`src/rtl/test_bcd_to_7seg_8displays_pkg.sv`:
```
// Shared constants for the eight-digit BCD display test wrapper.
// Segment codes are active-low {g,f,e,d,c,b,a}.
package test_bcd_to_7seg_8displays_pkg;

    localparam int BCD_W = 4;
    localparam int SEG_W = 7;

    localparam logic [SEG_W-1:0] SEG_0      = 7'h40;
    localparam logic [SEG_W-1:0] SEG_1      = 7'h79;
    localparam logic [SEG_W-1:0] SEG_2      = 7'h24;
    localparam logic [SEG_W-1:0] SEG_3      = 7'h30;
    localparam logic [SEG_W-1:0] SEG_4      = 7'h19;
    localparam logic [SEG_W-1:0] SEG_5      = 7'h12;
    localparam logic [SEG_W-1:0] SEG_6      = 7'h02;
    localparam logic [SEG_W-1:0] SEG_7      = 7'h78;
    localparam logic [SEG_W-1:0] SEG_8      = 7'h00;
    localparam logic [SEG_W-1:0] SEG_9      = 7'h10;
    localparam logic [SEG_W-1:0] SEG_BLANK  = 7'h7F;
    localparam logic [SEG_W-1:0] SEG_ALL_ON = 7'h00;

endpackage

```
`src/rtl/bcd_to_7seg.sv`:
```
// Single-digit BCD to active-low 7-segment decoder, purely combinational.
// Codes 10-15 are not valid BCD and show a blank display.
module bcd_to_7seg
    import test_bcd_to_7seg_8displays_pkg::*;
(
    input  logic [BCD_W-1:0] digit,
    output logic [SEG_W-1:0] seg
);

    always_comb begin
        seg = SEG_BLANK;
        case (digit)
            4'd0: seg = SEG_0;
            4'd1: seg = SEG_1;
            4'd2: seg = SEG_2;
            4'd3: seg = SEG_3;
            4'd4: seg = SEG_4;
            4'd5: seg = SEG_5;
            4'd6: seg = SEG_6;
            4'd7: seg = SEG_7;
            4'd8: seg = SEG_8;
            4'd9: seg = SEG_9;
            default: seg = SEG_BLANK;
        endcase
    end

endmodule

```
`config.mk`:
```
export PLATFORM = sky130hd
export DESIGN_NAME = bcd_to_7seg
export DESIGN_NICKNAME = d
export VERILOG_FILES = /design/src/rtl/test_bcd_to_7seg_8displays_pkg.sv /design/src/rtl/bcd_to_7seg.sv
export SDC_FILE = /design/constraint.sdc
export NUM_CORES = 1
export LEC_CHECK = 0
export ABC_AREA = 0
export CELL_PAD_IN_SITES_DETAIL_PLACEMENT = 2
export CELL_PAD_IN_SITES_GLOBAL_PLACEMENT = 2
export CORE_AREA = 2 2 39 41
export DETAILED_ROUTE_END_ITERATION = 10
export DIE_AREA = 0 0 41 43
export PLACE_DENSITY = 0.71
export SETUP_SLACK_MARGIN = 0.02
export SYNTH_ARGS = -nofsm -noshare
export SYNTH_HDL_FRONTEND = slang
export SYNTH_SLANG_ARGS = --single-unit
```
`constraint.sdc`:
```
create_clock -name vclk -period 2.6
set_input_delay 0.39 -clock vclk [all_inputs]
set_output_delay 0.39 -clock vclk [all_outputs]
set_load 0.03 [all_outputs]
```
=== Yosys cells after proc, flatten, opt, wreduce, memory -nomap -nowiden ===
Memories as Yosys holds them, arrays and structs flattened.
Cells that the tools add are included.

* Bits in read-only memories: 112
* Bits of input ports: 4
* Register bits: 0
* Memories kept: 1

{| class="wikitable"
|+ Memories
! memory !! depth !! width !! rd ports !! clocked after memory_dff !! wr ports !! RTL line !! RTL
|-
| (no name shown) || 16 || 7 || 1 || 0 || 0 || bcd_to_7seg.sv:12 || <nowiki>case (digit)</nowiki>
|}

=== Logic depth before layout (Yosys ltp) ===
Gate-level depths: netlist (run 1).
An unclocked memory read counts as a cell.

* Depth after elaboration: 1
* Gate-level depth with buffers: 5

=== Least setup slack after synthesis (run 1) ===
OpenSTA, ideal clock, no wires.

* Path kind: input -> output
* From: input digit[0]
* To: output seg[4]
* Buffers on the path: 0
* Setup slack: 0.773 ns
* Arrival time: 1.437 ns
* Stages on the path: 5
* Cells stage by stage: inv_1 -> ha_1 -> nand2_1 -> o21ai_0 -> o21ai_0

* Word-level cells in the longest chain between the ends: 1

{| class="wikitable"
|+ RTL lines
! element !! RTL line !! RTL
|-
| start: declaration || bcd_to_7seg.sv:6 || <nowiki>input logic [BCD_W-1:0] digit,</nowiki>
|-
| memory read (16 x 7 bit) || n/a ||
|-
| end: declaration || bcd_to_7seg.sv:7 || <nowiki>output logic [SEG_W-1:0] seg</nowiki>
|}

No other way between the ends.

=== Final worst setup path (run 1) ===
* From: input digit[1]
* To: output seg[3]

The elaborated chain is that of the path after synthesis.

==> out/metrics.yaml, run 1 <==
status: "finished clean"
antenna_found_initial: 0
grt_pass1_wl_um: 1190
synth_fp_nets: 42
post_cts_buffers: 0
power_density_nw_per_um2: 202
ir_drop_v: 0.0000602
layout_setup_ws_ps: 270
die_w_um: 41
ys_warn_count: 0
hold_violations: 0
fin_setup_tns_ps: 0
clkbuf_count: 0
place_area_um2: 342
max-cap-violations: 0
arrival_ps: 1940
tightest_slew_ps: 359
nFlopsAndLatches: 0
drtPass1Iterations: 1
finish.utilization: 0.250
ctsResizeCount: 2
first_global_vias: 270
grt_setup_unrepaired: "no"
p_leak_nw: 0.180
overflow: 0
period_needed_ps: 2330
core_area_um2: 1380
cpMaxStageDelayCell: "clkdlybuf4s50_1"
drtIter0Drc: 0
fin_area_um2: 347
dieArea_um2: 1760
setup_violations: 0
seq_area_um2: 0
drc: 0
row_count: 14
fp.dieH_um: 43
ctsHoldBuffers: 0
cp-end-kind: "output port"
cp_max_fo: 4
viasPerCell: 4.15
hpwl_um: 539
wl_per_cell_um: 10.4
synth.avg_cell_area_um2: 6.37
crit_family: "buffers and inverters"
layout_commonest_cell: "o21ai_0"
place_ws_ps: -7.58
antenna_left: 0
area_growth_pct: 64.9
grt_use_total: 0.0929
mostFrequentLayoutCells: "o21ai_0, nor2_1, ha_1, buf_4"
drt_wl_total_um: 636
grt_max_degree: 11
dr_total_vias: 253
path_cells: "clkdlybuf4s50_1 -> inv_1 -> ha_1 -> or2_1 -> a21oi_2 -> a31oi_1 -> dlygate4sd2_1"
critical_path_required_ps: 2210
slowest_delay_ps: 480
fmax_mhz: 429
period_share: 0.896
drive_gt1_frac: 0.133
nets: 56
synth_area_um2: 210
setup.worst_path.start_class: "primary input"
max_slew_margin: 0.760
syn_inst: 33
crit_buf_inv: 3
portBuffers: 11
crit_type: "in -> out"
initial_utilization: 0.152
routabilityCongestion: 0.690
synth_cell_types: 13
antennaDiodeCount: 0
drv_slew: 0
min-delay-path-class: "in -> out"
yosysSeqAreaShare: 0
io_pins: 11
-- where the power goes --
group          internal [W]  switching [W]
combinational     0.0000291      0.0000409
sequential                0              0
clock                     0              0
-- Yosys cell counts, drive strengths merged --
library cell  number  area share
inv                3       0.054
ha                 5        0.30
a31oi              1       0.030
buf                2       0.077
nor2               5       0.089
a21oi              3       0.089
o21ai              6        0.14
or2b               1       0.036
nand2              2       0.036
nand2b             4        0.12
or2                1       0.030
-- per-layer routing --
| metal | share of wire | up-vias | global-route usage |
|---|---|---|---|
| met3 | 0.019 | 0 | 0.00524 |
| met5 | 0 | - | 0 |
| met2 | 0.56 | 3 | 0.184 |
| met1 | 0.42 | 120 | 0.104 |
| met4 | 0 | 0 | 0 |
| li1 | - | 130 | - |
-- through the flow --
step	power (W)	hold WS [ps]	std cells
finish	0.0000700	1610	61
global route	0.0000781	1690	61
CTS	0.0000723	1620	61
detailed placement	0.0000743	1620	61
global placement	0.0000728	1620	61
floorplan	0.0000425	1080	33
-- layout make-up --
cell class | instances | area [µm²]
fillers | 172 | 1040
inverters | 3 | 11.3
multi-input cells | 28 | 183
well taps | 16 | 20.0
repair buffers | 14 | 133
-- cell families after synthesis --
group | Yosys count | share of synthesized area
AO/OA/AOI/OAI | 10 | 0.262
adder cells (fa/ha/maj) | 5 | 0.298
buffers and inverters | 5 | 0.131
AND/OR/NAND/NOR | 13 | 0.310
-- final timing paths --
kind / start / endpoint / slack, ps / depth (start not counted)
max: digit[1] / seg[3] / 270 / 7
min: digit[1] / seg[1] / 1610 / 4
-- tightest hold or removal path, delay by kind of cell --
family / cells / cell delay, ps
compound gates: 1 / 110
buf+inv: 3 / 720
Power figures use the tool's default switching activity.
==> inputs of run 2 (changes only) <==
RECOVER_POWER = 50   (was unset)
==> run 2 against run 1 <==
  * Via count did not move
  * Non-clock buffer count did not move
  * Routed wire length fell by 0.16%
  * Clock-buffer cell count did not move
  * Setup slack got worse by 37 ps
  * Combinational power fell by 3%
  * Fmax fell by 1.6%
  * Cell count did not move
  * Critical path depth fell by 1
  * Sequential share of layout area did not move
  * Die area did not move
  * Final area fell by 2.5%
  * Critical path type unchanged
  * Largest power group unchanged
==> out/metrics.yaml, run 2 (synthesis results as in run 1) <==
status: "finished clean"
seq_area_um2: 0  # unchanged
grt_setup_unrepaired: "no"
max-cap-violations: 0  # unchanged
min-delay-path-class: "in -> out"
post_cts_buffers: 0  # unchanged
row_count: 14  # unchanged
dr_total_vias: 253  # unchanged
grt_max_degree: 11  # unchanged
drv_slew: 0  # unchanged
viasPerCell: 4.15  # unchanged
wl_per_cell_um: 10.4  # -0.16%
drive_gt1_frac: 0.133  # unchanged
fin_area_um2: 338  # -2.5%
layout_commonest_cell: "o21ai_0"
grt_pass1_wl_um: 1190  # unchanged
cp-end-kind: "output port"
drc: 0  # unchanged
fp.dieH_um: 43  # unchanged
drtIter0Drc: 0  # unchanged
p_leak_nw: 0.167  # -7.2%
antenna_found_initial: 0  # unchanged
period_share: 0.911  # +0.0144
crit_type: "in -> out"
drt_wl_total_um: 635  # -0.16%
area_growth_pct: 60.7
power_density_nw_per_um2: 202  # about the same
finalNonFillerCells: 61  # unchanged
setup_violations: 0  # unchanged
ir_drop_v: 0.0000540  # -10%
dieArea_um2: 1760  # unchanged
hpwl_um: 539  # unchanged
initial_utilization: 0.152  # unchanged
min_from: "digit[1]"
mostFrequentLayoutCells: "o21ai_0, nor2_1, ha_1, buf_4, nand2b_1"
crit_path_start: "digit[0]"
core_area_um2: 1380  # unchanged
arrival_ps: 1980  # +40 ps
critical_path_required_ps: 2210  # about the same
die_w_um: 41  # unchanged
routabilityCongestion: 0.690  # unchanged
period_needed_ps: 2370  # +37.4 ps
nFlopsAndLatches: 0  # unchanged
grt_use_total: 0.0929  # unchanged
place_area_um2: 342  # unchanged
ctsHoldBuffers: 0  # unchanged
clkbuf_count: 0  # unchanged
antennaDiodeCount: 0  # unchanged
setup.worst_path.start_class: "primary input"
cp_max_fo: 3  # -1
overflow: 0  # unchanged
fmax_mhz: 422  # -1.6%
first_global_vias: 270  # unchanged
max_slew_margin: 0.757  # -0.00341
portBuffers: 11  # unchanged
drtPass1Iterations: 1  # unchanged
nets: 56  # unchanged
hold_violations: 0  # unchanged
io_pins: 11  # unchanged
antenna_left: 0  # unchanged
tightest_slew_ps: 364  # +5.04 ps
post-place-cells: 61  # unchanged
[run 2: changes by cell type in the layout (fill, tap and decap cells not counted), sizes merged]
cell	delta
dlygate4sd3	+2
dlymetal6s2s	-1
clkbuf	+1
clkdlybuf4s50	-2
[run 2: what timing repair did]
item / in CTS / in global routing
pin swaps: 0 / 0
gates resized for setup: 2 / 3
endpoints found under the hold margin: 0 / 0
setup endpoints to repair: 2 / 3
[run 2: through the flow]
step                      setup slack, ps  total power (W)  utilization  hold WS [ps]  setup TNS (ps)
after floorplan                       773        0.0000425            -          1080               0
after global placement               12.9        0.0000728        0.247          1620               0
after detailed placement            -7.58        0.0000743        0.247          1620           -7.58
after CTS                            32.6        0.0000723        0.245          1620               0
after global routing                  139        0.0000763        0.244          1690               0
final                                 232        0.0000681        0.244          1610               0
[run 2: area by class of cell]
cell class / instances / area [µm²]
Fill cell: 174 / 1050
Multi-Input combinational cell: 28 / 183
Timing Repair Buffer: 14 / 124
Tap cell: 16 / 20.0
Inverter: 3 / 11.3
[run 2: metal layers]
metal	share of wire	track usage	up-vias	routed length, µm
met2	0.56	0.184	3	354
li1	-	-	130	-
met5	0	0	-	0
met3	0.019	0.00524	0	12
met1	0.42	0.104	120	267
met4	0	0	0	0
[run 2: power breakdown]
group	switching [W]	leakage, nW	internal (W)
combinational	0.0000409	0.167	0.0000272
sequential	0	0	0
clock	0	0	0
[run 2: critical path: stages]
cell and delay [ps]:
dlygate4sd3_1 580, ha_1 200, or2_1 220, a21oi_2 160, a31oi_1 50, dlygate4sd2_1 370
[run 2: path summary, 6_finish.rpt]
path,end,slack (ps),depth (start not counted)
worst min-delay path,seg[1],1610,4
worst max-delay path,seg[3],230,6
